===== config.mk =====
export PLATFORM = sky130hd
export DESIGN_NAME = mdu_iter_flat
export DESIGN_NICKNAME = d
export VERILOG_FILES = /design/src/rtl/mdu_iter_if.sv /design/src/rtl/mdu_iter.sv /design/src/flat_wrapper.sv
export SDC_FILE = /design/constraint.sdc
export NUM_CORES = 2
export LEC_CHECK = 0
export BUFFER_PORTS_ARGS = -buffer_cell sky130_fd_sc_hd__buf_4
export CORE_MARGIN = 5
export CORE_UTILIZATION = 56
export CTS_CLUSTER_SIZE = 14
export DETAILED_ROUTE_END_ITERATION = 8
export GPL_ROUTABILITY_DRIVEN = 0
export PLACE_DENSITY = 0.7
export SETUP_SLACK_MARGIN = 0.4
export SLEW_MARGIN = 10
export SYNTH_ARGS = -nofsm -noshare
export SYNTH_HDL_FRONTEND = slang
export SYNTH_SLANG_ARGS = --single-unit
export TNS_END_PERCENT = 1

===== constraint.sdc =====
create_clock -name clk -period 10.3 [get_ports clk]
set_clock_uncertainty 0.2 [all_clocks]
set_input_delay 1.03 -clock clk [delete_from_list [all_inputs] [get_ports clk]]
set_output_delay 1.03 -clock clk [all_outputs]
set_load 0.005 [all_outputs]

===== src/rtl/mdu_iter_if.sv =====
// Handshake and HI/LO bus between the execute stage and the multiply/divide unit.
interface mdu_iter_if #(
    parameter int WIDTH = 32
);
    logic             start;
    logic [1:0]       op;
    logic [WIDTH-1:0] src_a;
    logic [WIDTH-1:0] src_b;
    logic             flush;
    logic [1:0]       hilo_we;
    logic [WIDTH-1:0] hilo_wdata;
    logic             ready;
    logic             done;
    logic [WIDTH-1:0] hi;
    logic [WIDTH-1:0] lo;

    modport master (
        output start, op, src_a, src_b, flush, hilo_we, hilo_wdata,
        input  ready, done, hi, lo
    );

    modport slave (
        input  start, op, src_a, src_b, flush, hilo_we, hilo_wdata,
        output ready, done, hi, lo
    );
endinterface


===== src/rtl/mdu_iter.sv =====
// Multi-cycle multiply/divide unit owning the HI/LO registers.
// Fixed-latency multiplier plus radix-2 restoring divider on operand magnitudes.
//
// state | meaning
// ------+--------------------------------------------------------------
// IDLE  | ready=1; accepts start and MTHI/MTLO writes
// MUL   | waiting out the multiply latency (down-counter)
// DIV   | one quotient bit per cycle, WIDTH cycles (down-counter)
// FIN   | result presented, done=1 unless flushed, HI/LO load at edge
module mdu_iter #(
    parameter int WIDTH   = 32,
    parameter int MUL_LAT = 2
) (
    input  logic        clk,
    input  logic        resetn,
    mdu_iter_if.slave   bus
);

    typedef enum logic [1:0] {
        S_IDLE = 2'd0,
        S_MUL  = 2'd1,
        S_DIV  = 2'd2,
        S_FIN  = 2'd3
    } state_t;

    localparam int CNT_MAX = (WIDTH > MUL_LAT) ? WIDTH : MUL_LAT;
    localparam int CW      = $clog2(CNT_MAX + 1);
    localparam logic [CW-1:0] MUL_LOAD = CW'(MUL_LAT - 1);
    localparam logic [CW-1:0] DIV_LOAD = CW'(WIDTH);
    localparam logic [CW-1:0] CNT_ONE  = CW'(1);

    state_t           state;
    state_t           state_nxt;
    logic             ready_c;
    logic             done_c;

    logic [CW-1:0]    cnt;
    logic [WIDTH-1:0] op_a;
    logic [WIDTH-1:0] op_b;
    logic             is_div;
    logic             is_signed;
    logic             div_zero;
    logic             neg_q;
    logic             neg_r;
    logic [WIDTH-1:0] quo;
    logic [WIDTH-1:0] rem;
    logic [WIDTH-1:0] dvs;
    logic [WIDTH-1:0] hi_q;
    logic [WIDTH-1:0] lo_q;

    logic             accept;
    logic             op_div;
    logic             op_sgn;
    logic             b_zero;
    logic [WIDTH-1:0] mag_a;
    logic [WIDTH-1:0] mag_b;

    logic [WIDTH:0]     shifted;
    logic [WIDTH-1:0]   diff;
    logic               take;
    logic [2*WIDTH-1:0] ext_a;
    logic [2*WIDTH-1:0] ext_b;
    logic [2*WIDTH-1:0] prod;
    logic [WIDTH-1:0]   res_hi;
    logic [WIDTH-1:0]   res_lo;

    // Acceptance and operand conditioning at the start handshake.
    // flush in the same cycle as start cancels the request.
    always_comb begin
        accept = (state == S_IDLE) && bus.start && !bus.flush;
        op_div = bus.op[1];
        op_sgn = ~bus.op[0];
        b_zero = (bus.src_b == '0);
        mag_a  = (op_sgn && bus.src_a[WIDTH-1]) ? -bus.src_a : bus.src_a;
        mag_b  = (op_sgn && bus.src_b[WIDTH-1]) ? -bus.src_b : bus.src_b;
    end

    // One restoring-division step: shift in the next dividend bit, subtract if it fits.
    // The difference is always below the divisor when taken, so WIDTH bits suffice.
    always_comb begin
        shifted = {rem, quo[WIDTH-1]};
        take    = (shifted >= {1'b0, dvs});
        diff    = shifted[WIDTH-1:0] - dvs;
    end

    // Full-width product; sign-extending to 2*WIDTH gives the signed result modulo 2^(2*WIDTH).
    always_comb begin
        ext_a = is_signed ? {{WIDTH{op_a[WIDTH-1]}}, op_a} : {{WIDTH{1'b0}}, op_a};
        ext_b = is_signed ? {{WIDTH{op_b[WIDTH-1]}}, op_b} : {{WIDTH{1'b0}}, op_b};
        prod  = ext_a * ext_b;
    end

    // Result selection for the FIN cycle, including divide sign correction.
    // Most-negative / -1 falls out naturally: magnitude 2^(WIDTH-1), no negation.
    always_comb begin
        res_hi = prod[2*WIDTH-1:WIDTH];
        res_lo = prod[WIDTH-1:0];
        if (is_div) begin
            if (div_zero) begin
                res_hi = op_a;
                res_lo = '1;
            end else begin
                res_hi = neg_r ? -rem : rem;
                res_lo = neg_q ? -quo : quo;
            end
        end
    end

    // FSM state register.
    always_ff @(posedge clk or negedge resetn) begin
        if (!resetn) begin
            state <= S_IDLE;
        end else begin
            state <= state_nxt;
        end
    end

    // FSM next-state and handshake outputs.
    always_comb begin
        state_nxt = state;
        ready_c   = 1'b0;
        done_c    = 1'b0;
        case (state)
            S_IDLE: begin
                ready_c = 1'b1;
                if (accept) begin
                    if (op_div) begin
                        state_nxt = b_zero ? S_FIN : S_DIV;
                    end else begin
                        state_nxt = (MUL_LAT == 1) ? S_FIN : S_MUL;
                    end
                end
            end
            S_MUL, S_DIV: begin
                if (bus.flush) begin
                    state_nxt = S_IDLE;
                end else if (cnt == CNT_ONE) begin
                    state_nxt = S_FIN;
                end
            end
            S_FIN: begin
                done_c    = !bus.flush;
                state_nxt = S_IDLE;
            end
            default: state_nxt = S_IDLE;
        endcase
    end

    // Operand latch, latency down-counter and divider datapath.
    always_ff @(posedge clk or negedge resetn) begin
        if (!resetn) begin
            cnt       <= '0;
            op_a      <= '0;
            op_b      <= '0;
            is_div    <= 1'b0;
            is_signed <= 1'b0;
            div_zero  <= 1'b0;
            neg_q     <= 1'b0;
            neg_r     <= 1'b0;
            quo       <= '0;
            rem       <= '0;
            dvs       <= '0;
        end else if (accept) begin
            cnt       <= op_div ? DIV_LOAD : MUL_LOAD;
            op_a      <= bus.src_a;
            op_b      <= bus.src_b;
            is_div    <= op_div;
            is_signed <= op_sgn;
            div_zero  <= op_div && b_zero;
            neg_q     <= op_sgn && (bus.src_a[WIDTH-1] ^ bus.src_b[WIDTH-1]);
            neg_r     <= op_sgn && bus.src_a[WIDTH-1];
            quo       <= mag_a;
            rem       <= '0;
            dvs       <= mag_b;
        end else if (state == S_MUL) begin
            cnt <= cnt - CNT_ONE;
        end else if (state == S_DIV) begin
            cnt <= cnt - CNT_ONE;
            rem <= take ? diff : shifted[WIDTH-1:0];
            quo <= {quo[WIDTH-2:0], take};
        end
    end

    // HI/LO: MTHI/MTLO writes only while idle; a completed operation overwrites both.
    always_ff @(posedge clk or negedge resetn) begin
        if (!resetn) begin
            hi_q <= '0;
            lo_q <= '0;
        end else if (state == S_FIN) begin
            if (!bus.flush) begin
                hi_q <= res_hi;
                lo_q <= res_lo;
            end
        end else if (state == S_IDLE) begin
            if (bus.hilo_we[1]) hi_q <= bus.hilo_wdata;
            if (bus.hilo_we[0]) lo_q <= bus.hilo_wdata;
        end
    end

    assign bus.ready = ready_c;
    assign bus.done  = done_c;
    assign bus.hi    = hi_q;
    assign bus.lo    = lo_q;

endmodule


===== src/flat_wrapper.sv =====
// flat-port wrapper written by rule: the top's interface ports become plain ports
module mdu_iter_flat 
#(
    parameter int WIDTH   = 32,
    parameter int MUL_LAT = 2
)
  (clk, resetn, bus_start, bus_op, bus_src_a, bus_src_b, bus_flush, bus_hilo_we, bus_hilo_wdata, bus_ready, bus_done, bus_hi, bus_lo);
  mdu_iter_if #(.WIDTH(WIDTH)) bus_i ();
  input  logic clk;
  input  logic resetn;
  input wire logic [$bits(bus_i.start)-1:0] bus_start;
  input wire logic [$bits(bus_i.op)-1:0] bus_op;
  input wire logic [$bits(bus_i.src_a)-1:0] bus_src_a;
  input wire logic [$bits(bus_i.src_b)-1:0] bus_src_b;
  input wire logic [$bits(bus_i.flush)-1:0] bus_flush;
  input wire logic [$bits(bus_i.hilo_we)-1:0] bus_hilo_we;
  input wire logic [$bits(bus_i.hilo_wdata)-1:0] bus_hilo_wdata;
  output wire logic [$bits(bus_i.ready)-1:0] bus_ready;
  output wire logic [$bits(bus_i.done)-1:0] bus_done;
  output wire logic [$bits(bus_i.hi)-1:0] bus_hi;
  output wire logic [$bits(bus_i.lo)-1:0] bus_lo;
  assign bus_i.start = bus_start;
  assign bus_i.op = bus_op;
  assign bus_i.src_a = bus_src_a;
  assign bus_i.src_b = bus_src_b;
  assign bus_i.flush = bus_flush;
  assign bus_i.hilo_we = bus_hilo_we;
  assign bus_i.hilo_wdata = bus_hilo_wdata;
  assign bus_ready = bus_i.ready;
  assign bus_done = bus_i.done;
  assign bus_hi = bus_i.hi;
  assign bus_lo = bus_i.lo;
  mdu_iter #(.WIDTH(WIDTH), .MUL_LAT(MUL_LAT)) u_core (.clk(clk), .resetn(resetn), .bus(bus_i));
endmodule

Yosys cells after proc, flatten, opt, wreduce, memory -nomap -nowiden
Index checks and enable logic that the tools add are counted.
{"block": "word_totals", "regBits": 237, "input_bits": 104, "out_inout_bits": 66, "word_cells": 88}
{"block": "classes", "add_sub_neg": 6, "mul": 1, "magnitude_cmp": 1, "n_eq_ne": 8, "muxes": 37, "bitwise_logic": 2, "reduce_logical": 19}
{"operator": "two-way mux 32 bit", "count": 23}
{"operator": "two-way mux 64 bit", "count": 2}
{"operator": "negator 32 bit", "count": 4}
{"operator": "multiplier 64 x 64 -> 64 bit", "count": 1}
{"operator": "greater-or-equal comparator 33 x 32 -> 1 bit", "count": 1}
{"operator": "logical NOT 32 bit", "count": 1}
{"operator": "subtractor 32 bit", "count": 1}
{"operator": "two-way mux 6 bit", "count": 4}
{"operator": "two-way mux 2 bit", "count": 4}
{"operator": "nonzero test 2 bit", "count": 4}
{"operator": "equality test 6 x 1 -> 1 bit (second input constant)", "count": 1}
{"operator": "logical AND 1 bit", "count": 6}
{"operator": "case mux 2 bit (3 select lines)", "count": 1}
{"operator": "AND reduction 3 bit", "count": 2}
{"operator": "subtractor 6 x 1 -> 6 bit (second input constant)", "count": 1}
{"operator": "equality test 2 bit (second input constant)", "count": 2}
{"operator": "!= test 2 x 1 -> 1 bit (second input constant)", "count": 2}
{"operator": "AND reduction 2 bit", "count": 2}
{"operator": "two-way mux 1 bit", "count": 3}
{"operator": "!= test 3 x 2 -> 1 bit (second input constant)", "count": 1}
{"operator": "nonzero test 3 bit", "count": 1}
{"operator": "equality test 2 x 1 -> 1 bit (second input constant)", "count": 1}
{"operator": "logical NOT 2 bit", "count": 1}
{"operator": "!= test 2 bit (second input constant)", "count": 1}
{"operator": "4 further kinds", "count": 4}

Logic depth before layout (Yosys ltp)
{"block": "logic_depth", "depth_word": 6, "depth_mapped": 35, "ltp_nobuf": 33}

Least setup slack after synthesis
Ideal clock, no wire load.
{"block": "synth_timing", "path_type": "flip-flop to flip-flop", "start": "reg u_core.is_signed", "end": "reg u_core.hi_q[31] (netlist: u_core.bus.hi[31])", "setup_time_ns": 0.065, "arrival_ns": 9.240, "required_time_ns": 10.035, "setup_slack_ns": 0.795, "path_stages_with_launch": 34, "n_path_buf": 3, "synth_period_minus_slack_ns": 9.505, "cell_sequence": "dfrtp_1 > and2_1 > clkbuf_1 > clkbuf_1 > nand2_1 > inv_1 > fa_1 > inv_1 > fa_1 > inv_1 > fa_1 > inv_1 > fa_1 > inv_1 > fa_1 > fa_1 > fa_1 > fa_1 > fa_1 > inv_1 > fa_1 > inv_1 > ha_1 > clkbuf_1 > a21o_1 > a21o_1 > a21o_1 > a21o_1 > a21o_1 > nand2_1 > o21ai_0 > a311oi_1 > mux2_2 > nand2_1"}
{"block": "synth_via", "elab_chain_len": 5, "elab_cells_between_ends": 6, "classes_between": "1 x mul; 5 x mux"}
{"item": "start: declaration", "line_no": "mdu_iter.sv:41", "source": "logic is_signed;"}
{"item": "start signal: assignment", "line_no": "mdu_iter.sv:168", "source": "is_signed <= op_sgn;"}
{"item": "two-way mux 64 bit (on tied branches)", "line_no": "mdu_iter.sv:88, mdu_iter.sv:89"}
{"item": "multiplier 64 x 64 -> 64 bit (*)", "line_no": "mdu_iter.sv:90", "source": "prod = ext_a * ext_b;"}
{"item": "two-way mux 32 bit (*)", "line_no": "mdu_iter.sv:98", "source": "if (is_div) begin"}
{"item": "two-way mux 32 bit (*)", "line_no": "mdu_iter.sv:190", "source": "if (!bus.flush) begin"}
{"item": "two-way mux 32 bit (*)", "line_no": "mdu_iter.sv:189", "source": "end else if (state == S_FIN) begin"}
{"item": "end signal: assignment", "line_no": "mdu_iter.sv:191", "source": "hi_q <= res_hi;"}
{"item": "end signal: assignment", "line_no": "mdu_iter.sv:195", "source": "if (bus.hilo_we[1]) hi_q <= bus.hilo_wdata;"}
{"item": "end: declaration", "line_no": "mdu_iter.sv:48", "source": "logic [WIDTH-1:0] hi_q;"}
Mark *: on every way between the ends. The rest lies on a longest branch, timed or not. The select of a mux whose other input is x is not followed.
A chain may end at the register's enable or synchronous reset.

Worst setup path in the final report
{"block": "layout_timing", "start": "reg u_core.op_a[21]", "end": "reg u_core.hi_q[23] (netlist: u_core.bus.hi[23])"}
{"block": "layout_via", "elab_chain_len": 5}
{"item": "start: declaration", "line_no": "mdu_iter.sv:38", "source": "logic [WIDTH-1:0] op_a;"}
{"item": "start signal: assignment", "line_no": "mdu_iter.sv:165", "source": "op_a <= bus.src_a;"}
{"item": "two-way mux 64 bit", "line_no": "mdu_iter.sv:88", "source": "ext_a = is_signed ? {{WIDTH{op_a[WIDTH-1]}}, op_a} : {{WIDTH{1'b0}}, op_a};"}
{"item": "multiplier 64 x 64 -> 64 bit", "line_no": "mdu_iter.sv:90"}
{"item": "two-way mux 32 bit", "line_no": "mdu_iter.sv:98"}
{"item": "two-way mux 32 bit", "line_no": "mdu_iter.sv:190"}
{"item": "two-way mux 32 bit", "line_no": "mdu_iter.sv:189"}
No other way between the ends. The select of a mux whose other input is x is not followed.

==> impl_metrics.ini <==
[clock_tree]
cts_buffers = 34
path_clk_slew_ps = 70
numClockSinks = 236
cts_max_level = 2
cts_tree = built
clk_path_buf_depth = 3
clockRootBuffer = clkbuf_16
post-cts-setup-buffers = 0
insertion_delay_ps = 610

[layout]
final_util = 0.600
instances_no_fill = 8533
layout_common_cells = inv_1, fa_1, nand2_1, and2_1, ha_1
final_common_cell = inv_1
drive_gt1_frac = 0.0643
fin_nets = 8875
area_growth_pct = 6.88

[timing]
finalSetupTns_ps = 0
finalMaxSlewViolations = 0
period_needed_ps = 9770
fmax_mhz = 102
worst_pin_slew_ps = 1170
slew_headroom = 0.216
setup_viol = 0
hold_ws_ps = 264
rsz0062_at_grt = true
hold_violations = 0
fin_crit_sh = 0.949

[floorplanning]
io_pins = 170
die_x_um = 345
core_area_um2 = 112000
die_area_um2 = 119000
start_util = 0.561
core.rowCount = 123
floorplan.die.height_um = 345

[critical_path]
crit_path_max_fanout = 16
critPathArrivalTime_ps = 10060
cp.required_ps = 10590
critPathLaunchType = flip-flop
criticalPathCategory = reg -> reg
endpoint_kind = flip-flop
worst_path_max_delay_cell = dfrtp_1
critPathMostFrequentCell = fa_1
max_stage_delay_ps = 890

[place]
post-dp-hpwl_um = 171000
post-place-cells = 8465
place.port_buffers = 169

[synth]
netlist_top_cells_area = fa_1, inv_1, dfrtp_1, ha_1, and2_1
synth-seq-cells = 236
yosys_warnings = 0
netlist_instances = 7000
synth_top_area_share = 0.452
synthesis.area_um2 = 62900
ys_seq_area_frac = 0.0939
synth_edf_count = 0
syn_nets = 8874
synthFlopType = dfrtp_1
ys_types = 79
avgSynthCellArea_um2 = 8.98
postSynth.asyncResetShare = 1.00
yosysTopAreaCell = fa_1

[hold_path]
min-delay-path-class = in -> async

[route]
wl_um = 203000
drt-pass1-iter-count = 6
num_vias = 48900
first_iter_violations = 4828
post_drt_wl_per_cell_um = 23.7
viasPerCell = 5.73
drc = 0
final_antenna_net_count = 0

[global_routing]
grt_pass1_vias = 51900
grt_max_degree = 112
track_usage = 0.345
grt_overflow_total = 0
antenna_found_initial = 8
grt_pass1_wl_um = 315000

[job]
maxCapViolations = 0

[run_status]
status = complete, no violations
synthesized netlist by cell type, drive strengths merged (15+ instances only):
cell type and count:
a21o 65, dfrtp 236, fa 1420, nand2b 44, a31oi 33, ha 350
nor4 20, o31ai 34, xor2 87, o41ai 15, o21bai 21, buf 30
o221ai 15, a21oi 201, o21ai 260, nand4 20, clkbuf 337, mux2i 20
nor2 190, nand3 23, xnor2 164, nor3 34, nor2b 19, or3 16
nand2 960, a211oi 19, and3 34, inv 1587, and2 576, o211ai 30
logic make-up after synthesis:
family | synth area share
buf+inv | 0.117
flops | 0.0939
fa+ha+maj | 0.522
simple gates | 0.151
mux | 0.00480
xor+xnor | 0.0350
compound gates | 0.0762
critical path, delay by kind of cell, from the launching register on:
| kind | cells | cell delay (ps) |
|---|---|---|
| flops | 1 | 890 |
| compound gates | 6 | 1450 |
| simple gates | 4 | 1010 |
| buf+inv | 8 | 800 |
| fa+ha+maj | 11 | 5320 |
area by class of cell:
cell class / instances / area (um2)
repair buffers: 332 / 2580
clock inverters: 13 / 155
multi-input cells: 4810 / 49700
inverters: 1587 / 5960
diodes: 6 / 15.0
flip-flops and latches: 236 / 5950
clock buffers: 49 / 968
well taps: 1500 / 1880
fillers: 9807 / 44800
state kept, by name, indices dropped and copies added (netlist names), 2 cells and up:
register       flops
u_core.state       2
u_core.quo        32
u_core.cnt         6
u_core.op_a       32
u_core.rem        32
u_core.bus.lo     32
u_core.bus.hi     32
u_core.op_b       32
u_core.dvs        31
through the flow:
stage | instance area, um2 | setup WS [ps]
finish | 67200 | 527
global route | 67200 | 299
CTS | 67100 | 409
detailed placement | 66000 | 362
global placement | 66000 | 420
floorplan | 62900 | 795
worst paths after layout:
path	start	to	slack [ps]	cells past startpoint
min reg2reg	u_core.dvs[30]	u_core.dvs[30]	280	2
max in group asynchronous	resetn	u_core.bus.hi[5]	7230	3
max reg2reg	u_core.op_a[21]	u_core.bus.hi[23]	530	29
min	resetn	u_core.state[1]	260	1
max	u_core.op_a[21]	u_core.bus.hi[23]	530	29
min in group clk	u_core.dvs[30]	u_core.dvs[30]	280	2
layer usage:
layer	vias to the layer above	track usage	part of all wire
met1	24700	0.471	0.39
met3	458	0.144	0.15
li1	20900	-	-
met4	4	0.140	0.052
met5	-	0	0.00017
met2	2830	0.490	0.41
what timing repair did:
item                       CTS  global route
setup endpoints to repair    3            31
pin swaps                    0             0
resized for setup            3            32
hold buffers                 0             0
Power is not shown: default switching activity piles up to over one toggle a cycle in this logic, so the estimate is an artifact.
